===== config.mk =====
export PLATFORM = sky130hd
export DESIGN_NAME = fifo_sync_param
export DESIGN_NICKNAME = d
export VERILOG_FILES = /design/src/rtl/fifo_sync_param.sv
export SDC_FILE = /design/constraint.sdc
export NUM_CORES = 1
export LEC_CHECK = 0
export ABC_AREA = 0
export BUFFER_PORTS_ARGS = -buffer_cell sky130_fd_sc_hd__buf_2
export CORE_MARGIN = 2
export CORE_UTILIZATION = 40
export CTS_BUF_LIST = sky130_fd_sc_hd__clkbuf_16
export DETAILED_ROUTE_END_ITERATION = 12
export HOLD_SLACK_MARGIN = 0.08
export PLACE_DENSITY = 0.58
export RECOVER_POWER = 25
export SYNTH_ARGS = -nofsm -noshare
export SYNTH_HDL_FRONTEND = slang
export SYNTH_SLANG_ARGS = --single-unit

===== constraint.sdc =====
create_clock -name clk_i -period 3.7 [get_ports clk_i]
set_clock_uncertainty 0.1 [all_clocks]
set_input_delay 0.185 -clock clk_i [delete_from_list [all_inputs] [get_ports clk_i]]
set_output_delay 0.185 -clock clk_i [all_outputs]
set_load 0.02 [all_outputs]

===== src/rtl/fifo_sync_param.sv =====
// Single-clock parametrised FIFO with fill count, programmable almost flags, synchronous flush
// and either registered-read or first-word-fall-through output.
module fifo_sync_param #(
    parameter int WIDTH     = 8,
    parameter int DEPTH     = 16,
    parameter int AF_THRESH = 12,
    parameter int AE_THRESH = 4,
    parameter int FWFT      = 0
) (
    input  logic                         clk_i,
    input  logic                         rst_i,
    input  logic                         flush_i,
    input  logic [WIDTH-1:0]             wdata_i,
    input  logic                         wr_en_i,
    input  logic                         rd_en_i,
    output logic [WIDTH-1:0]             r_data_o,
    output logic                         rd_valid_o,
    output logic                         full_o,
    output logic                         empty_o,
    output logic                         almost_full_o,
    output logic                         almost_empty_o,
    output logic [$clog2(DEPTH):0]       count_o,
    output logic                         wr_error_o,
    output logic                         rd_error_o
);

    localparam int PTR_WIDTH = $clog2(DEPTH);
    localparam int CW        = PTR_WIDTH + 1;

    localparam logic [CW-1:0]        DEPTH_C  = CW'(DEPTH);
    localparam logic [CW-1:0]        AF_C     = CW'(AF_THRESH);
    localparam logic [CW-1:0]        AE_C     = CW'(AE_THRESH);
    localparam logic [PTR_WIDTH-1:0] LAST_PTR = PTR_WIDTH'(DEPTH - 1);

    logic [WIDTH-1:0]     mem [DEPTH];
    logic [PTR_WIDTH-1:0] wr_ptr;
    logic [PTR_WIDTH-1:0] rd_ptr;
    logic [CW-1:0]        count_q;
    logic [CW-1:0]        count_next;
    logic                 full_q;
    logic                 empty_q;
    logic                 af_q;
    logic                 ae_q;
    logic                 wr_err_q;
    logic                 rd_err_q;
    logic                 rd_acc;
    logic                 wr_acc;
    logic [WIDTH-1:0]     head;

    // Explicit wrap so non-power-of-2 depths index only valid entries.
    function automatic logic [PTR_WIDTH-1:0] ptr_inc(input logic [PTR_WIDTH-1:0] p);
        return (p == LAST_PTR) ? '0 : p + 1'b1;
    endfunction

    assign head = mem[rd_ptr];

    // A full FIFO may still accept a write when a read frees a slot on the same edge;
    // an empty FIFO never lets a same-edge write satisfy a read.
    always_comb begin
        rd_acc     = rd_en_i && !empty_q;
        wr_acc     = wr_en_i && (!full_q || rd_acc);
        count_next = count_q;
        if (wr_acc && !rd_acc) begin
            count_next = count_q + 1'b1;
        end else if (rd_acc && !wr_acc) begin
            count_next = count_q - 1'b1;
        end
    end

    always_ff @(posedge clk_i or posedge rst_i) begin
        if (rst_i) begin
            wr_ptr   <= '0;
            rd_ptr   <= '0;
            count_q  <= '0;
            full_q   <= 1'b0;
            empty_q  <= 1'b1;
            af_q     <= 1'b0;
            ae_q     <= 1'b1;
            wr_err_q <= 1'b0;
            rd_err_q <= 1'b0;
        end else if (flush_i) begin
            wr_ptr   <= '0;
            rd_ptr   <= '0;
            count_q  <= '0;
            full_q   <= 1'b0;
            empty_q  <= 1'b1;
            af_q     <= 1'b0;
            ae_q     <= 1'b1;
            wr_err_q <= 1'b0;
            rd_err_q <= 1'b0;
        end else begin
            if (wr_acc) begin
                wr_ptr <= ptr_inc(wr_ptr);
            end
            if (rd_acc) begin
                rd_ptr <= ptr_inc(rd_ptr);
            end
            count_q  <= count_next;
            full_q   <= (count_next == DEPTH_C);
            empty_q  <= (count_next == '0);
            af_q     <= (count_next >= AF_C);
            ae_q     <= (count_next <= AE_C);
            wr_err_q <= wr_en_i && !wr_acc;
            rd_err_q <= rd_en_i && !rd_acc;
        end
    end

    always_ff @(posedge clk_i) begin
        if (!rst_i && !flush_i && wr_acc) begin
            mem[wr_ptr] <= wdata_i;
        end
    end

    generate
        if (FWFT == 0) begin : g_std
            logic [WIDTH-1:0] r_data_q;
            logic             rd_valid_q;

            always_ff @(posedge clk_i or posedge rst_i) begin
                if (rst_i) begin
                    r_data_q   <= '0;
                    rd_valid_q <= 1'b0;
                end else if (flush_i) begin
                    rd_valid_q <= 1'b0;
                end else begin
                    rd_valid_q <= rd_acc;
                    if (rd_acc) begin
                        r_data_q <= head;
                    end
                end
            end

            assign r_data_o   = r_data_q;
            assign rd_valid_o = rd_valid_q;
        end else begin : g_fwft
            // Remembers the word last shown so the output holds steady while empty.
            logic [WIDTH-1:0] r_data_q;

            always_ff @(posedge clk_i or posedge rst_i) begin
                if (rst_i) begin
                    r_data_q <= '0;
                end else if (!empty_q) begin
                    r_data_q <= head;
                end
            end

            assign r_data_o   = empty_q ? r_data_q : head;
            assign rd_valid_o = !empty_q;
        end
    endgenerate

    assign full_o         = full_q;
    assign empty_o        = empty_q;
    assign almost_full_o  = af_q;
    assign almost_empty_o = ae_q;
    assign count_o        = count_q;
    assign wr_error_o     = wr_err_q;
    assign rd_error_o     = rd_err_q;

endmodule


==> results.json, run 1 <==
{
  "status": "complete, no violations",
  "crit_type": "in2reg",
  "start_util": 0.4049,
  "syn_area_per_cell_um2": 16.80,
  "hold_violations": 0,
  "gp_congestion": 0.8621,
  "area_delta_synth_final_pct": 17.28,
  "netlist_area_um2": 6385,
  "cts_root_buf": "clkbuf_16",
  "ys_types": 44,
  "grt_start_max_net_pins": 21,
  "grt.total_usage": 0.1784,
  "rr_worst_depth": 5,
  "grt.overflow.total": 0,
  "finalSetupTns_ns": 0,
  "ys_warn_count": 0,
  "async_flop_share": 0.1795,
  "tightest_slew_ns": 0.9243,
  "top_usage_layer": "met2",
  "fillerInstances": 1358,
  "worst_ep_arrival_time_ns": 2.76,
  "power.density_nw_per_um2": 573.0,
  "maxSlewViolCount": 0,
  "dp_hpwl_mm": 9.392,
  "use_met3": 0.04879,
  "ioPinCount": 33,
  "dieHeight_um": 130.3,
  "antenna_left": 0,
  "use_met2": 0.2883,
  "use_met1": 0.2355,
  "drt-total-wl_mm": 13.75,
  "p_leak_nw": 2.518,
  "via_per_inst": 5.195,
  "clock_path_buffers": 2,
  "fp-row-count": 46,
  "vias": 3439,
  "path_max_fanout": 9,
  "grt_pass1_wl_mm": 21.27,
  "synth_seq_cells": 156,
  "synth_fp_nets": 400,
  "drv_cap": 0,
  "route.detailed.drc": 0,
  "fin_cells": 662,
  "required_ns": 3.66,
  "ir_worst_vdd_mv": 0.4333,
  "cts_num_sinks": 156,
  "slew_headroom": 0.3838,
  "end_kind": "flip-flop",
  "final_util": 0.4748,
  "hp-class": "in2async",
  "design_area_um2": 7488,
  "drive_gt1_frac": 0.2242,
  "synthFlopType": "edfxtp_1",
  "grt_pass1_vias": 3552,
  "r2r_slack_ns": 0.98,
  "r2r_start": "empty_o$_DFF_PP1_",
  "floorplan.die_area_um2": 16990,
  "start_kind": "input port",
  "r2r_end": "mem[9][7]$_DFFE_PP_",
  "rsz0062_at_grt": "false",
  "grt_antenna_before_repair": 0,
  "clk_latency_ns": 0.43,
  "ys_seq_area_frac": 0.7121,
  "fmax_mhz": 357.6,
  "cts_buffers": 17,
  "dr.first_iter.drc_count": 229,
  "min_period_over_period": 0.7557,
  "placed_area_um2": 6823,
  "core-area_um2": 15770,
  "die_w_um": 130.3,
  "setup_viol": 0,
  "htreeDepth": 4,
  "period_minus_slack_ns": 2.796,
  "cts_tree": "built",
  "dp_cells": 621,
  "dr.pass1.iters": 4,
  "syn-instance-count": 380,
  "cts.clk_slew.worst_paths_ns": 0.06,
  "diodes": 0,
  "synth_edf_count": 128,
  "wire_per_inst_um": 20.77,
  "port_buffers": 32,
  "nNetsFinal": 453
}
## per-stage QoR
step / worst slack [ns] / total power [mW] / hold slack (ns)
after floorplan: 1.225 / 2.438 / 0.1489
after global placement: 1.076 / 2.630 / 0.1417
after detailed placement: 0.9932 / 2.641 / 0.1527
after CTS: 0.9188 / 4.339 / 0.08201
after global routing: 0.6395 / 4.458 / 0.3264
final: 0.9039 / 4.291 / 0.2544
## power by group
group	switching, mW	internal (mW)
logic	0.321	0.218
registers	0.0844	1.98
clock network	0.736	0.950
## final cells by class
type,count,area (um2),share of cell area
sequential,156,4548,0.6074
multi-input combinational,196,1717,0.2292
clock buffer,17,425.4,0.05681
timing repair buffer,54,339.1,0.04528
tap,216,270.3,0.03609
clock inverter,15,158.9,0.02122
inverter,8,30.03,0.004010
## Yosys cell counts (6+ instances only)
cell type,number,area share
nor3_1,11,0.0086
a21oi_1,7,0.0055
a22oi_1,15,0.018
mux2i_1,37,0.058
ha_1,7,0.014
dfrtp_1,26,0.10
mux4_2,18,0.063
nand2_1,14,0.0082
nor2_1,28,0.016
a32oi_1,8,0.011
o31ai_1,6,0.0071
buf_2,9,0.0071
clkbuf_1,8,0.0047
inv_1,8,0.0047
edfxtp_1,128,0.60
## flip-flops by register name (all words and copies together) (netlist names)
| name | flops |
|---|---|
| mem | 128 |
| r_data_o | 8 |
| count_o | 5 |
| rd_ptr | 4 |
| wr_ptr | 4 |
| almost_empty_o | 1 |
| almost_full_o | 1 |
| empty_o | 1 |
| full_o | 1 |
| rd_error_o | 1 |
| rd_valid_o | 1 |
| wr_error_o | 1 |
## worst max path at each step
stage	startpoint	to	slack, ns
floorplan	empty_o$_DFF_PP1_	mem[3][0]$_DFFE_PP_	1.23
global placement	empty_o$_DFF_PP1_	mem[9][6]$_DFFE_PP_	1.08
detailed placement	empty_o$_DFF_PP1_	mem[13][0]$_DFFE_PP_	0.99
CTS	rd_en_i	mem[13][0]$_DFFE_PP_	0.92
global route	rd_en_i	mem[13][0]$_DFFE_PP_	0.64
finish	rd_en_i	mem[9][7]$_DFFE_PP_	0.90
## kinds of logic (layout without fill, tap and decap cells)
logic type / count (synthesis) / in the layout / share of synthesized area
AO/OA/AOI/OAI: 49 / 49 / 0.05683
multiplexers: 57 / 57 / 0.1250
XOR/XNOR: 4 / 4 / 0.005488
flip-flops: 156 / 156 / 0.7121
buffers and inverters: 28 / 94 / 0.01999
AND/OR/NAND/NOR: 79 / 79 / 0.06682
adder cells (fa/ha/maj): 7 / 7 / 0.01372
## critical path, cell delays in order
cell	delay, ns
dlygate4sd3_1	0.52
buf_2	0.16
nor2b_1	0.56
o21ai_2	0.22
nor3_2	0.32
nand2_1	0.21
nor2_1	0.58
## timing repair
item,in CTS,in global routing
buffers inserted,0,0
hold buffers,9,0
hold endpoints to repair,71,0
resized for setup,0,0
## layer usage
layer  vias up  routed length (um)
li1       1606                   -
met1      1750                5867
met2        74                7074
met3         9                 681
met4         0                 130
met5         -                   0
## layout by cell type, fill, tap and decap left out, types with 2 or more instances in the layout
master	Yosys	layout
mux2_2	2	2
nor2b_1	4	4
edfxtp_1	128	128
a21o_1	2	2
nand3_1	4	4
nand2b_1	4	4
xnor2_1	2	2
a22oi_1	15	15
dfrtp_1	26	25
a21oi_1	7	7
inv_8	0	2
buf_4	3	13
nor3_2	2	2
o31ai_1	6	6
xor2_1	2	2
clkbuf_1	8	7
o21ai_0	3	3
mux2i_1	37	37
nand2_1	14	14
buf_2	9	25
dfstp_2	2	2
inv_1	8	9
inv_6	0	4
nor2_1	28	28
a32oi_1	8	8
nor3_1	11	11
clkbuf_16	0	17
dlygate4sd3_1	0	9
ha_1	7	7
mux4_2	18	18
clkinv_4	0	5
and2_1	2	2
Power figures use the tool's default switching activity.
==> run 2: changes to the inputs <==
==> constraint.sdc (replaced) <==
create_clock -name clk_i -period 2.9 [get_ports clk_i]
set_clock_uncertainty 0.1 [all_clocks]
set_input_delay 0.145 -clock clk_i [delete_from_list [all_inputs] [get_ports clk_i]]
set_output_delay 0.145 -clock clk_i [all_outputs]
set_load 0.02 [all_outputs]
==> run 2 against run 1 <==
Critical path depth unchanged. Clock-buffer cell count unchanged. Clock power rose by 33%. Global-route usage decreased by 1.6 points. Sequential power grew 27%. Via count increased by 0.61%. Critical path type is now reg2reg. Largest cell class unchanged.
==> results.json, run 2 (same netlist as run 1, synthesis figures left out) <==
{
  "clock_path_buffers": 2,
  "fin_hold_ws_ns": 0.2898,
  "wl_met3_um": 539,
  "grt_pass1_wl_mm": 19.95,
  "nNetsFinal": 469,
  "area_delta_synth_final_pct": 19.69,
  "m1WireLength_mm": 5.948,
  "largest_register_ffs": 128,
  "regMostFlops": "mem",
  "hold_violations": 0,
  "layout_common_cells": "edfxtp_1, mux2i_1, nor2_1",
  "crit_type": "reg2reg",
  "dpl_worst_slack_ns": 0.7518,
  "path_buf_inv": 1,
  "cts.clk_slew.worst_paths_ns": 0.06,
  "clk_latency_ns": 0.42,
  "core-area_um2": 15770,
  "cts_buffers": 17,
  "met2_length_mm": 6.169,
  "grt.total_usage": 0.1627,
  "routed.top_layer": "met4",
  "gp_congestion": 0.8136,
  "grt_antenna_before_repair": 0,
  "cp_slowest_stage_delay_ns": 0.52,
  "port_buffers": 32,
  "cts_num_sinks": 156,
  "dr.pass1.iters": 4,
  "fin_cells": 678,
  "required_ns": 3.14,
  "maxSlewViolCount": 0,
  "ir_worst_vdd_mv": 0.4810,
  "route.detailed.drc": 0,
  "status": "complete, no violations",
  "min_period_over_period": 0.7379,
  "floorplan.die_area_um2": 16990,
  "setup_viol": 0,
  "start_kind": "flip-flop",
  "start_util": 0.4049,
  "tightest_slew_ns": 0.7139,
  "dr.first_iter.drc_count": 333,
  "power.density_nw_per_um2": 728.4,
  "crit_path_top_delay_cell": "dfrtp_1",
  "crit_chain": "inv_1 > ha_1 > or4bb_1 > o31ai_1 > a32o_1 > a21oi_1 > nor3_1",
  "finalSetupTns_ns": 0,
  "htreeDepth": 4,
  "drt-total-wl_mm": 12.85,
  "drive_gt1_frac": 0.2446,
  "dp_cells": 633,
  "grt_pass1_vias": 3470,
  "layout_commonest_cell": "edfxtp_1",
  "dp_hpwl_mm": 8.650,
  "wire_per_inst_um": 18.95,
  "fmax_mhz": 467.3,
  "fp-row-count": 46,
  "die_w_um": 130.3,
  "dieHeight_um": 130.3,
  "hp-class": "in2async",
  "grt.overflow.total": 0,
  "slew_headroom": 0.5241,
  "period_minus_slack_ns": 2.140,
  "path_delay_family": "simple AND/OR/NAND/NOR gates",
  "worst_ep_arrival_time_ns": 2.38,
  "rsz0062_at_grt": "false",
  "vias": 3460,
  "drv_cap": 0,
  "ioPinCount": 33,
  "antenna_left": 0,
  "grt_start_max_net_pins": 21,
  "via_per_inst": 5.103,
  "cts_root_buf": "clkbuf_16",
  "setup_slack_ns": 0.7600,
  "path_max_fanout": 8,
  "cts_tree": "built",
  "p_leak_nw": 2.616,
  "end_kind": "flip-flop",
  "diodes": 0,
  "final_util": 0.4846
}
-- run 2: path summary, 6_finish.rpt --
path                                         start                      end  slack, ns  cells past startpoint
setup / recovery              count_o[0]$_DFF_PP0_        empty_o$_DFF_PP1_       0.76                      7
hold / removal                               rst_i  almost_full_o$_DFF_PP0_       0.29                      3
setup reg to reg              count_o[0]$_DFF_PP0_        empty_o$_DFF_PP1_       0.76                      7
hold reg to reg            r_data_o[6]$_DFFE_PP0P_  r_data_o[6]$_DFFE_PP0P_       0.42                      2
max in group asynchronous                    rst_i        empty_o$_DFF_PP1_       1.70                      4
min in group clk_i         r_data_o[6]$_DFFE_PP0P_  r_data_o[6]$_DFFE_PP0P_       0.42                      2
-- run 2: layout make-up --
class                           instances  area (um2)
Fill cell                            1354        8128
Timing Repair Buffer                   70       470.5
Inverter                                8       30.03
Multi-Input combinational cell        196        1717
Clock buffer                           17       425.4
Tap cell                              216       270.3
Clock inverter                         15       181.4
Sequential cell                       156        4548
-- run 2: through the flow --
| step | instance area [um2] | total power [mW] |
|---|---|---|
| global placement | 6913 | 3.352 |
| detailed placement | 6913 | 3.365 |
| CTS | 7650 | 5.609 |
| finish | 7642 | 5.566 |
| floorplan | 6385 | 3.110 |
| global route | 7642 | 5.766 |
-- run 2: worst reg2reg max path, cell delays in order, from the launching register on --
cell	delay (ns)
dfrtp_1	0.52
inv_1	0.09
ha_1	0.34
or4bb_1	0.48
o31ai_1	0.08
a32o_1	0.21
a21oi_1	0.08
nor3_1	0.16
-- run 2: what timing repair did --
action	CTS	global route
hold buffers	13	0
endpoints found under the hold margin	156	0
setup endpoints to repair	0	0
buffers inserted	0	0
gates resized for setup	0	0
-- run 2: power by group --
part | switching [mW] | total [mW] | internal (mW)
Combinational | 0.404 | 0.690 | 0.286
Clock | 0.938 | 2.24 | 1.30
Sequential | 0.105 | 2.63 | 2.53
-- run 2: routing by layer --
layer  track usage  up-vias
met5             0        -
met4       0.06320        0
met3       0.03444       17
met2        0.2516       62
met1        0.2283     1745
li1              -     1636
